[src/rtl/serial_subtractor.sv]
// rtl/serial_subtractor.sv - bit-serial two's-complement subtractor (a - b, LSB first)
//
// Computes a + ~b + 1 one bit per clock through a single full-adder slice
// and a carry flip-flop. Result flags follow the ripple adder conventions.
//
// Ports:
//   clk        in   1      rising-edge clock
//   reset_n    in   1      synchronous active-low reset
//   start      in   1      sample a/b and begin; honoured only in IDLE or DONE
//   a          in   WIDTH  minuend (two's complement)
//   b          in   WIDTH  subtrahend (two's complement)
//   busy       out  1      high while bits are being shifted
//   done       out  1      one-cycle pulse, result outputs just updated
//   difference out  WIDTH  a - b modulo 2^WIDTH
//   carryout   out  1      carry out of MSB (1 = no borrow, a >= b unsigned)
//   overflow   out  1      signed overflow (MSB carry-in ^ MSB carry-out)

module serial_subtractor #(
    parameter int WIDTH = 4
) (
    input  logic             clk,
    input  logic             reset_n,
    input  logic             start,
    input  logic [WIDTH-1:0] a,
    input  logic [WIDTH-1:0] b,
    output logic             busy,
    output logic             done,
    output logic [WIDTH-1:0] difference,
    output logic             carryout,
    output logic             overflow
);

    localparam int CNT_W = (WIDTH > 2) ? $clog2(WIDTH) : 1;

    typedef enum logic [1:0] {
        S_IDLE  = 2'd0,
        S_SHIFT = 2'd1,
        S_DONE  = 2'd2
    } state_t;

    state_t           r_state;
    state_t           w_next_state;

    logic [WIDTH-1:0] r_a_sh;
    logic [WIDTH-1:0] r_nb_sh;
    logic [WIDTH-1:0] r_d_sh;
    logic             r_c;
    logic [CNT_W-1:0] r_cnt;
    logic [WIDTH-1:0] r_diff;
    logic             r_cout;
    logic             r_ovf;

    logic             w_accept;
    logic             w_last;
    logic             w_sum;
    logic             w_carry;
    logic [WIDTH-1:0] w_d_next;

    // Single full-adder slice on the current LSBs.
    assign w_sum    = r_a_sh[0] ^ r_nb_sh[0] ^ r_c;
    assign w_carry  = (r_a_sh[0] & r_nb_sh[0]) | ((r_a_sh[0] ^ r_nb_sh[0]) & r_c);
    assign w_d_next = {w_sum, r_d_sh[WIDTH-1:1]};
    assign w_last   = (r_cnt == CNT_W'(WIDTH - 1));
    assign w_accept = start && (r_state != S_SHIFT);

    always_comb begin
        w_next_state = r_state;
        busy         = 1'b0;
        done         = 1'b0;
        case (r_state)
            S_IDLE: begin
                if (start) w_next_state = S_SHIFT;
            end
            S_SHIFT: begin
                busy = 1'b1;
                if (w_last) w_next_state = S_DONE;
            end
            S_DONE: begin
                done         = 1'b1;
                w_next_state = start ? S_SHIFT : S_IDLE;
            end
            default: w_next_state = S_IDLE;
        endcase
    end

    always_ff @(posedge clk) begin
        if (!reset_n) begin
            r_state <= S_IDLE;
        end else begin
            r_state <= w_next_state;
        end
    end

    always_ff @(posedge clk) begin
        if (!reset_n) begin
            r_a_sh  <= '0;
            r_nb_sh <= '0;
            r_d_sh  <= '0;
            r_c     <= 1'b0;
            r_cnt   <= '0;
            r_diff  <= '0;
            r_cout  <= 1'b0;
            r_ovf   <= 1'b0;
        end else if (w_accept) begin
            // Carry-in of 1 completes the two's-complement negation of b.
            r_a_sh  <= a;
            r_nb_sh <= ~b;
            r_c     <= 1'b1;
            r_cnt   <= '0;
        end else if (r_state == S_SHIFT) begin
            r_a_sh  <= {1'b0, r_a_sh[WIDTH-1:1]};
            r_nb_sh <= {1'b0, r_nb_sh[WIDTH-1:1]};
            r_d_sh  <= w_d_next;
            r_c     <= w_carry;
            r_cnt   <= r_cnt + 1'b1;
            if (w_last) begin
                // On the MSB bit r_c is the carry into the MSB.
                r_diff <= w_d_next;
                r_cout <= w_carry;
                r_ovf  <= r_c ^ w_carry;
            end
        end
    end

    assign difference = r_diff;
    assign carryout   = r_cout;
    assign overflow   = r_ovf;

endmodule
[config.mk]
export PLATFORM = sky130hd
export DESIGN_NAME = serial_subtractor
export DESIGN_NICKNAME = d
export VERILOG_FILES = /design/src/rtl/serial_subtractor.sv
export SDC_FILE = /design/constraint.sdc
export NUM_CORES = 1
export LEC_CHECK = 0
export ABC_AREA = 1
export BUFFER_PORTS_ARGS = -buffer_cell sky130_fd_sc_hd__buf_2
export CORE_MARGIN = 5
export CORE_UTILIZATION = 56
export CTS_CLUSTER_SIZE = 12
export DETAILED_ROUTE_END_ITERATION = 7
export GPL_ROUTABILITY_DRIVEN = 0
export PLACE_DENSITY = 0.81
export SYNTH_ARGS = -nofsm -noshare
export SYNTH_HDL_FRONTEND = slang
export SYNTH_SLANG_ARGS = --single-unit
[constraint.sdc]
create_clock -name clk -period 2.2 [get_ports clk]
set_clock_uncertainty 0.15 [all_clocks]
set_input_delay 0.44 -clock clk [delete_from_list [all_inputs] [get_ports clk]]
set_output_delay 0.44 -clock clk [all_outputs]
set_load 0.005 [all_outputs]
==> results.sh, run 1 <==
export IMPL_status="finished, final reports clean"
export IMPL_wl_per_cell_um=11.5
export IMPL_grt_pass1_vias=773
export IMPL_via_count=822
export IMPL_worst_pin_slew_ns=0.399
export IMPL_ir_drop_v=0.000482
export IMPL_fin_crit_ns=1.81
export IMPL_pwr_share_seq=0.620
export IMPL_numCtsBuffers=3
export IMPL_dr_pass1_iters=4
export IMPL_syn_num_nets=140
export IMPL_start_kind="flip-flop"
export IMPL_reg2regPathDepth=5
export IMPL_seq_area_um2=440
export IMPL_synth_top_cell_area_share=0.452
export IMPL_ys_flop_type="dfxtp_1"
export IMPL_ant_nets=0
export IMPL_tns_ns=0
export IMPL_min_path_type="primary input to flip-flop"
export IMPL_cts_hold_buffers=0
export IMPL_r2r_start="r_state[0]$_SDFFE_PN0P_"
export IMPL_critical_path_class="flip-flop to output port"
export IMPL_drcViolationCount=0
export IMPL_synth_top_cells_by_count="dfxtp_1 (22), nand2_1 (20), nor2_1 (20)"
export IMPL_grt_max_degree=22
export IMPL_fmax_ghz=0.552
export IMPL_finalHoldViolCount=0
export IMPL_sw_frac_of_total=0.259
export IMPL_yosysTopAreaCell="dfxtp_1"
export IMPL_synth_area_um2=973
export IMPL_p_int_mw=0.515
export IMPL_clk_pin_slew_worst_paths_ns=0.11
export IMPL_ys_seq_area_frac=0.452
export IMPL_instances_no_fill=159
export IMPL_dpl_instance_area_um2=1030
export IMPL_overflow=0
export IMPL_crit_fanout=15
export IMPL_track_usage=0.158
export IMPL_end_kind="output port"
export IMPL_viasPerCell=5.17
export IMPL_clock_sinks=22
export IMPL_arrival_ns=1.22
export IMPL_area_growth_syn_to_layout_pct=8.23
export IMPL_fp_dieH_um=51.7
export IMPL_syn_avg_cell_area_um2=7.66
export IMPL_die_x_um=51.7
export IMPL_p_switching_mw=0.180
export IMPL_post_route_period_util=0.824
export IMPL_ys_top_cells_by_area="dfxtp_1 (45%), nand3_1 (9.8%), nand2_1 (7.7%), nor2_1 (7.7%), o21ai_0 (5.1%)"
export IMPL_final_area_um2=1050
export IMPL_r2r_end="overflow$_SDFFE_PN0P_"
export IMPL_pwr_share_clk=0.255
export IMPL_critPathLaunch="r_state[0]$_SDFFE_PN0P_"
export IMPL_drt_iter0_markers=13
export IMPL_dieArea_um2=2670
export IMPL_antenna_cells=0
export IMPL_cts_resized=0
export IMPL_routed_wl_mm=1.83
export IMPL_power_frac_comb=0.125
export IMPL_grt_pass1_wl_mm=3.15
export IMPL_clockBufferDepth=2
export IMPL_yosys_warnings=0
export IMPL_boundaryPins=19
export IMPL_cts_tree="yes"
export IMPL_synth_cells=127
export IMPL_power_density_nw_per_um2=659
export IMPL_crit_end="busy"
export IMPL_postSynth_asyncResetShare=0
export IMPL_max_slew_margin=0.733
export IMPL_root_buffer="clkbuf_4"
export IMPL_synth_most_common_cell="dfxtp_1"
export IMPL_crit_required_ns=1.61
export IMPL_synth_edf_count=0
export IMPL_multi_input_area_um2=423
export IMPL_nets=157
export IMPL_rows=15
export IMPL_antenna_found_initial=0
export IMPL_postCtsSetupRepairBufs=0
export IMPL_r2r_slack_ns=0.78
export IMPL_fill_cells=167
export IMPL_start_util=0.576
export IMPL_drv_cap=0
export IMPL_ys_ff_latch=22
export IMPL_io_buffers=18
export IMPL_rsz0062_at_grt="no"
export IMPL_drive_gt1_frac=0.204
export IMPL_setup_viol=0
export IMPL_cts_max_level=1
export IMPL_leakagePower_nw=0.548
export IMPL_final_max_slew_violation_count=0
export IMPL_hpwl_mm=1.32
export IMPL_synthDistinctLibCells=21
export IMPL_dp_cells=156
export IMPL_worstSkewPairLatency_ns=0.31
export IMPL_core_um2=1690
[critical path: stages (launching register included)]
cell and delay [ns]:
dfxtp_1 0.39, inv_2 0.06, nor2_4 0.28, buf_2 0.18
[layer usage]
metal | vias up | GRT usage | part of all wire | wire (µm)
li1 | 433 | - | - | -
met1 | 365 | 0.190 | 0.44 | 800
met2 | 19 | 0.271 | 0.50 | 918
met3 | 5 | 0.0258 | 0.039 | 72
met4 | 0 | 0.0786 | 0.023 | 42
met5 | - | 0 | 0 | 0
[cells in the final DEF, fill, tap and decap left out]
cell | netlist | layout
inv_2 | 3 | 3
nor2_2 | 1 | 1
a21oi_1 | 4 | 4
nor3_1 | 1 | 1
nand3_2 | 1 | 1
xor2_1 | 2 | 2
inv_1 | 12 | 12
nor2_4 | 2 | 2
nand2_2 | 1 | 1
nand3b_1 | 1 | 1
fa_1 | 1 | 1
buf_2 | 0 | 18
o21ai_0 | 10 | 10
ha_1 | 1 | 1
nor2_1 | 20 | 20
dfxtp_1 | 22 | 22
nand3_1 | 19 | 19
clkbuf_4 | 1 | 3
nand2_1 | 20 | 20
[worst min-delay path by stage]
| stage | slack (ns) | start | depth (start not counted) | to |
|---|---|---|---|---|
| global placement | 0.30 | r_d_sh[2]$_SDFFE_PN0P_ | 2 | difference[1]$_SDFFE_PN0P_ |
| global route | 0.24 | a[3] | 3 | r_a_sh[3]$_SDFFE_PN0P_ |
| finish | 0.25 | b[3] | 3 | r_nb_sh[3]$_SDFFE_PN0P_ |
| floorplan | 0.29 | r_d_sh[2]$_SDFFE_PN0P_ | 2 | difference[1]$_SDFFE_PN0P_ |
| CTS | 0.25 | b[3] | 3 | r_nb_sh[3]$_SDFFE_PN0P_ |
| detailed placement | 0.31 | r_d_sh[2]$_SDFFE_PN0P_ | 2 | difference[1]$_SDFFE_PN0P_ |
[area by class of cell]
type	count	area share
sequential	22	0.418
multi-input combinational	84	0.401
timing repair buffer	18	0.0855
inverter	15	0.0534
clock buffer	3	0.0214
tap	17	0.0202
[cells by family (layout without fill, tap and decap cells)]
logic type / Yosys count / in the layout / share of synthesized area
compound gates: 14 / 14 / 0.0720
xor+xnor: 2 / 2 / 0.0180
fa+ha+maj: 2 / 2 / 0.0334
buf+inv: 21 / 36 / 0.113
flops: 22 / 22 / 0.452
simple gates: 66 / 66 / 0.311
[sequential cells by signal, indices dropped and copies added, names as in the netlist]
register	cells
r_cnt	2
overflow	1
r_d_sh	3
r_state	2
carryout	1
r_c	1
r_a_sh	4
difference	4
r_nb_sh	4
[per-stage QoR]
stage / worst slack (ns) / util / hold WS (ns) / total power, mW
2_1_floorplan: 0.869 / - / 0.285 / 0.513
3_3_place_gp: 0.755 / 0.610 / 0.298 / 0.523
3_5_place_dp: 0.732 / 0.610 / 0.314 / 0.527
4_1_cts: 0.374 / 0.624 / 0.246 / 0.702
5_1_grt: 0.271 / 0.624 / 0.237 / 0.739
6_report: 0.387 / 0.624 / 0.247 / 0.695
[power by group through the flow]
stage          registers, mW  clock network, mW  logic, mW
2_1_floorplan          0.437                  0     0.0763
3_3_place_gp           0.439                  0     0.0844
3_5_place_dp           0.440                  0     0.0868
4_1_cts                0.431              0.184     0.0873
5_1_grt                0.434              0.206     0.0997
6_report               0.431              0.177     0.0866
Power figures use the tool's default switching activity.
==> run 2, diff against run 1 <==
Settings changed: CORE_UTILIZATION 56 to 47, PLACE_DENSITY 0.81 to 0.72.
Clock period 2.2 ns to 1.5 ns, I/O delays scaled along.
==> results.sh, run 2 (synthesis results as in run 1) <==
export IMPL_status="finished, final reports clean"
export IMPL_min_path_type="primary input to flip-flop"
export IMPL_final_max_slew_violation_count=0
export IMPL_ant_nets=0
export IMPL_grt_max_degree=15
export IMPL_tns_ns=0
export IMPL_antenna_cells=0
export IMPL_boundaryPins=19
export IMPL_fp_dieH_um=55.5
export IMPL_power_density_nw_per_um2=974
export IMPL_clock_sinks=22
export IMPL_multi_input_area_um2=423
export IMPL_pwr_share_seq=0.578
export IMPL_layout_commonest_cell="dfxtp_1"
export IMPL_antenna_found_initial=0
export IMPL_post_route_period_util=0.943
export IMPL_finalHoldViolCount=0
export IMPL_track_usage=0.130
export IMPL_cts_max_level=1
export IMPL_path_buf_inv=2
export IMPL_p_int_mw=0.825
export IMPL_dpl_instance_area_um2=1080
export IMPL_ir_drop_v=0.000537
export IMPL_routed_wl_mm=1.91
export IMPL_clk_pin_slew_worst_paths_ns=0.12
export IMPL_rows=16
export IMPL_cts_tree="yes"
export IMPL_setup_slack_ns=0.0852
export IMPL_io_buffers=18
export IMPL_arrival_ns=0.96
export IMPL_p_total_mw=1.09
export IMPL_critical_path_class="flip-flop to output port"
export IMPL_cpMaxStageDelayCell="dfxtp_1"
export IMPL_final_area_um2=1120
export IMPL_setup_viol=0
export IMPL_drv_cap=0
export IMPL_start_kind="flip-flop"
export IMPL_root_buffer="clkbuf_4"
export IMPL_cp_cell_sequence="inv_2 > nor2_4 > buf_2"
export IMPL_fill_cells=211
export IMPL_rsz0062_at_grt="no"
export IMPL_power_frac_comb=0.136
export IMPL_hpwl_mm=1.43
export IMPL_crit_fanout=3
export IMPL_worst_pin_slew_ns=0.227
export IMPL_overflow=0
export IMPL_final_cell_mix="dfxtp_1 (22), nor2_1 (20), nand2_1 (20)"
export IMPL_p_switching_mw=0.268
export IMPL_place_ws_ns=0.112
export IMPL_pwr_share_clk=0.286
export IMPL_numCtsBuffers=3
export IMPL_post_route_util=0.572
export IMPL_area_growth_syn_to_layout_pct=15.3
export IMPL_nets=161
export IMPL_drt_iter0_markers=24
export IMPL_die_x_um=55.5
export IMPL_viasPerCell=4.84
export IMPL_drcViolationCount=0
export IMPL_dieArea_um2=3080
export IMPL_dr_pass1_iters=4
export IMPL_clockBufferDepth=2
export IMPL_drive_gt1_frac=0.231
export IMPL_crit_required_ns=1.05
export IMPL_core_um2=1960
export IMPL_grt_pass1_wl_mm=3.37
export IMPL_sw_frac_of_total=0.245
export IMPL_via_count=842
export IMPL_cp_top_family="flip-flops"
export IMPL_start_util=0.496
export IMPL_fin_crit_ns=1.41
export IMPL_fmax_ghz=0.707
export IMPL_wl_per_cell_um=10.9
export IMPL_max_slew_margin=0.849
export IMPL_slowest_delay_ns=0.39
export IMPL_grt_pass1_vias=792
export IMPL_seq_area_um2=440
export IMPL_worstSkewPairLatency_ns=0.29
export IMPL_end_kind="output port"
export IMPL_leakagePower_nw=0.579
[run 2: worst paths after layout]
kind	from	slack, ns	to	cells past startpoint
setup reg to reg	r_a_sh[0]$_SDFFE_PN0P_	0.10	overflow$_SDFFE_PN0P_	4
hold reg to reg	r_nb_sh[3]$_SDFFE_PN0P_	0.32	r_nb_sh[3]$_SDFFE_PN0P_	2
setup / recovery	r_state[0]$_SDFFE_PN0P_	0.09	busy	3
hold / removal	b[3]	0.12	r_nb_sh[3]$_SDFFE_PN0P_	3
[run 2: routing by layer]
layer  wire (µm)  GRT usage  up-vias
met4          18     0.0417        0
met3          92     0.0280        4
met1         907      0.174      376
met5           0          0        -
met2         886      0.208       21
li1            -          -      441
[run 2: timing repair]
action / CTS / global route
endpoints found under the setup margin: 1 / 0
hold buffers: 0 / 0
setup buffers: 1 / 0
gates resized for setup: 0 / 0
[run 2: power groups by stage]
stage / registers, mW / logic, mW / clock network, mW
global placement: 0.644 / 0.140 / 0
detailed placement: 0.645 / 0.144 / 0
global route: 0.636 / 0.171 / 0.348
floorplan: 0.641 / 0.112 / 0
CTS: 0.632 / 0.149 / 0.325
finish: 0.632 / 0.148 / 0.313
[run 2: cell type report]
cell class                      instances  share of cell area
Sequential cell                        22               0.392
Multi-Input combinational cell         84               0.377
Timing Repair Buffer                   22               0.118
Inverter                               15              0.0502
Clock buffer                            4              0.0323
Tap cell                               27              0.0301
[run 2: worst register-to-register path, delay by kind of cell (launching register included)]
| family | cells | cell delay, ns |
|---|---|---|
| xor+xnor | 1 | 0.18 |
| simple gates | 2 | 0.15 |
| flops | 1 | 0.35 |
| fa+ha+maj | 1 | 0.47 |
[run 2: stage by stage]
stage / cells / hold WS (ns)
after floorplan: 127 / 0.285
after global placement: 169 / 0.301
after detailed placement: 169 / 0.305
after CTS: 174 / 0.110
after global routing: 174 / 0.119
final: 174 / 0.117
==> run 3, diff against run 2 <==
Settings changed: ABC_AREA 1 to unset, CORE_UTILIZATION 47 to 49, CTS_BUF_LIST set to sky130_fd_sc_hd__clkbuf_4, PLACE_DENSITY 0.72 to 0.76.
==> results.sh, run 3 <==
export IMPL_via_count=757
export IMPL_ys_top_cells_by_area="dfxtp_1 (48%), nand2_1 (8.2%), o21ai_0 (7.7%), nand3_1 (4.9%), a21oi_1 (3.3%)"
export IMPL_track_usage=0.132
export IMPL_crit_required_ns=1.05
export IMPL_overflow=0
export IMPL_fp_dieH_um=53.2
export IMPL_drive_gt1_frac=0.280
export IMPL_start_kind="flip-flop"
export IMPL_wl_per_cell_um=11.6
export IMPL_cts_tree="yes"
export IMPL_grt_max_degree=22
export IMPL_yosys_warnings=0
export IMPL_area_growth_syn_to_layout_pct=17.0
export IMPL_min_path_type="primary input to flip-flop"
export IMPL_grt_pass1_vias=626
export IMPL_fmax_ghz=0.685
export IMPL_cts_hold_buffers=0
export IMPL_crit_fanout=4
export IMPL_synthDistinctLibCells=29
export IMPL_worst_pin_slew_ns=0.332
export IMPL_clk_pin_slew_worst_paths_ns=0.11
export IMPL_fin_crit_ns=1.46
export IMPL_die_x_um=53.2
export IMPL_tns_ns=0
export IMPL_ys_flop_type="dfxtp_1"
export IMPL_numCtsBuffers=3
export IMPL_post_route_period_util=0.973
export IMPL_arrival_ns=1.01
export IMPL_rows=15
export IMPL_synth_edf_count=0
export IMPL_worstSkewPairLatency_ns=0.30
export IMPL_core_um2=1750
export IMPL_synth_top_cells_by_count="dfxtp_1 (22), nand2_1 (20), o21ai_0 (14)"
export IMPL_setup_viol=0
export IMPL_yosysTopAreaCell="dfxtp_1"
export IMPL_start_util=0.523
export IMPL_hpwl_mm=1.24
export IMPL_viasPerCell=5.05
export IMPL_p_total_mw=1.04
export IMPL_drv_cap=0
export IMPL_clock_sinks=22
export IMPL_post_route_util=0.612
export IMPL_dieArea_um2=2830
export IMPL_clockBufferDepth=2
export IMPL_syn_num_nets=117
export IMPL_power_density_nw_per_um2=976
export IMPL_final_cell_mix="nand2_1 (20), dfxtp_1 (20), buf_2 (18)"
export IMPL_routed_wl_mm=1.74
export IMPL_fill_cells=157
export IMPL_ant_nets=0
export IMPL_rsz0062_at_grt="no"
export IMPL_root_buffer="clkbuf_4"
export IMPL_nets=139
export IMPL_end_kind="output port"
export IMPL_drcViolationCount=0
export IMPL_antenna_found_initial=0
export IMPL_postSynth_asyncResetShare=0
export IMPL_ys_ff_latch=22
export IMPL_critical_path_class="flip-flop to output port"
export IMPL_final_max_slew_violation_count=0
export IMPL_ir_drop_v=0.000506
export IMPL_synth_area_um2=913
export IMPL_leakagePower_nw=0.470
export IMPL_synth_top_cell_area_share=0.482
export IMPL_max_slew_margin=0.778
export IMPL_grt_pass1_wl_mm=2.70
export IMPL_boundaryPins=19
export IMPL_synth_most_common_cell="dfxtp_1"
export IMPL_antenna_cells=0
export IMPL_drt_iter0_markers=8
export IMPL_status="finished, final reports clean"
export IMPL_cts_max_level=1
export IMPL_finalHoldViolCount=0
export IMPL_io_buffers=18
export IMPL_synth_cells=104
export IMPL_dr_pass1_iters=4
export IMPL_syn_avg_cell_area_um2=8.78
export IMPL_ys_seq_area_frac=0.482
run 3: cell types whose count changed in the layout (fill, tap and decap cells not counted), moves of 3 or more:
cell and change:
nor2_1 -16, inv_1 -11, nand3_1 -10, a21boi_0 +4
o21ai_0 +4, buf_4 +3, inv_2 -3
run 3: routing by layer:
metal	share of wire	GRT usage	up-vias
li1	-	-	397
met1	0.46	0.164	342
met2	0.48	0.217	16
met3	0.049	0.0254	2
met4	0.017	0.0638	0
met5	0	0	-
run 3: path summary, 6_finish.rpt:
check | start | to | slack, ns | depth (start not counted)
setup / recovery | r_state[0]$_SDFFE_PN0P_ | done | 0.04 | 2
hold / removal | b[3] | r_nb_sh[3]$_SDFFE_PN0P_ | 0.01 | 2
setup reg to reg | r_a_sh[0]$_SDFFE_PN0P_ | overflow$_SDFFE_PN0P_ | 0.11 | 4
hold reg to reg | difference[3]$_SDFFE_PN0P_ | difference[3]$_SDFFE_PN0P_ | 0.31 | 2
run 3: logic make-up after synthesis:
kind of cell	share of synthesized area
AOI/OAI and AO/OA	0.177
adders and majority gates	0.0356
DFF	0.482
buffers and inverters	0.0657
and+or+nand+nor	0.219
muxes	0.0110
xor gates and xnor gates	0.00959
run 3: where the power goes:
group / internal, mW / total [mW] / switching [mW]
clock network: 0.0972 / 0.270 / 0.173
logic: 0.0655 / 0.139 / 0.0731
registers: 0.614 / 0.634 / 0.0209
total: 0.776 / 1.04 / 0.267
run 3: worst max-delay path: stages, from the launching register on:
cell and delay (ns):
dfxtp_4 0.38, and2b_2 0.20, buf_2 0.12
run 3: what timing repair did:
item / in CTS / in global routing
resized for setup: 3 / 4
cloned: 0 / 0
buffers inserted: 1 / 3
endpoints found under the hold margin: 0 / 0
endpoints found under the setup margin: 2 / 3
run 3: area by class of cell:
| class | count | area (µm²) | share of cell area |
|---|---|---|---|
| Timing Repair Buffer | 24 | 135 | 0.126 |
| Inverter | 2 | 15.0 | 0.0141 |
| Tap cell | 25 | 31.3 | 0.0293 |
| Sequential cell | 22 | 445 | 0.417 |
| Clock buffer | 3 | 22.5 | 0.0211 |
| Clock inverter | 1 | 3.75 | 0.00351 |
| Multi-Input combinational cell | 73 | 415 | 0.389 |
run 3: metrics by stage:
| stage | setup slack [ns] | hold slack [ns] | area, µm² | std cells |
|---|---|---|---|---|
| 5_1_grt | 0.00159 | 0.0148 | 1070 | 150 |
| 3_3_place_gp | 0.112 | 0.291 | 997 | 142 |
| 3_5_place_dp | 0.0747 | 0.299 | 997 | 142 |
| 4_1_cts | 0.0204 | 0.00315 | 1040 | 147 |
| 6_report | 0.0403 | 0.0120 | 1070 | 150 |
| 2_1_floorplan | 0.143 | 0.249 | 913 | 104 |
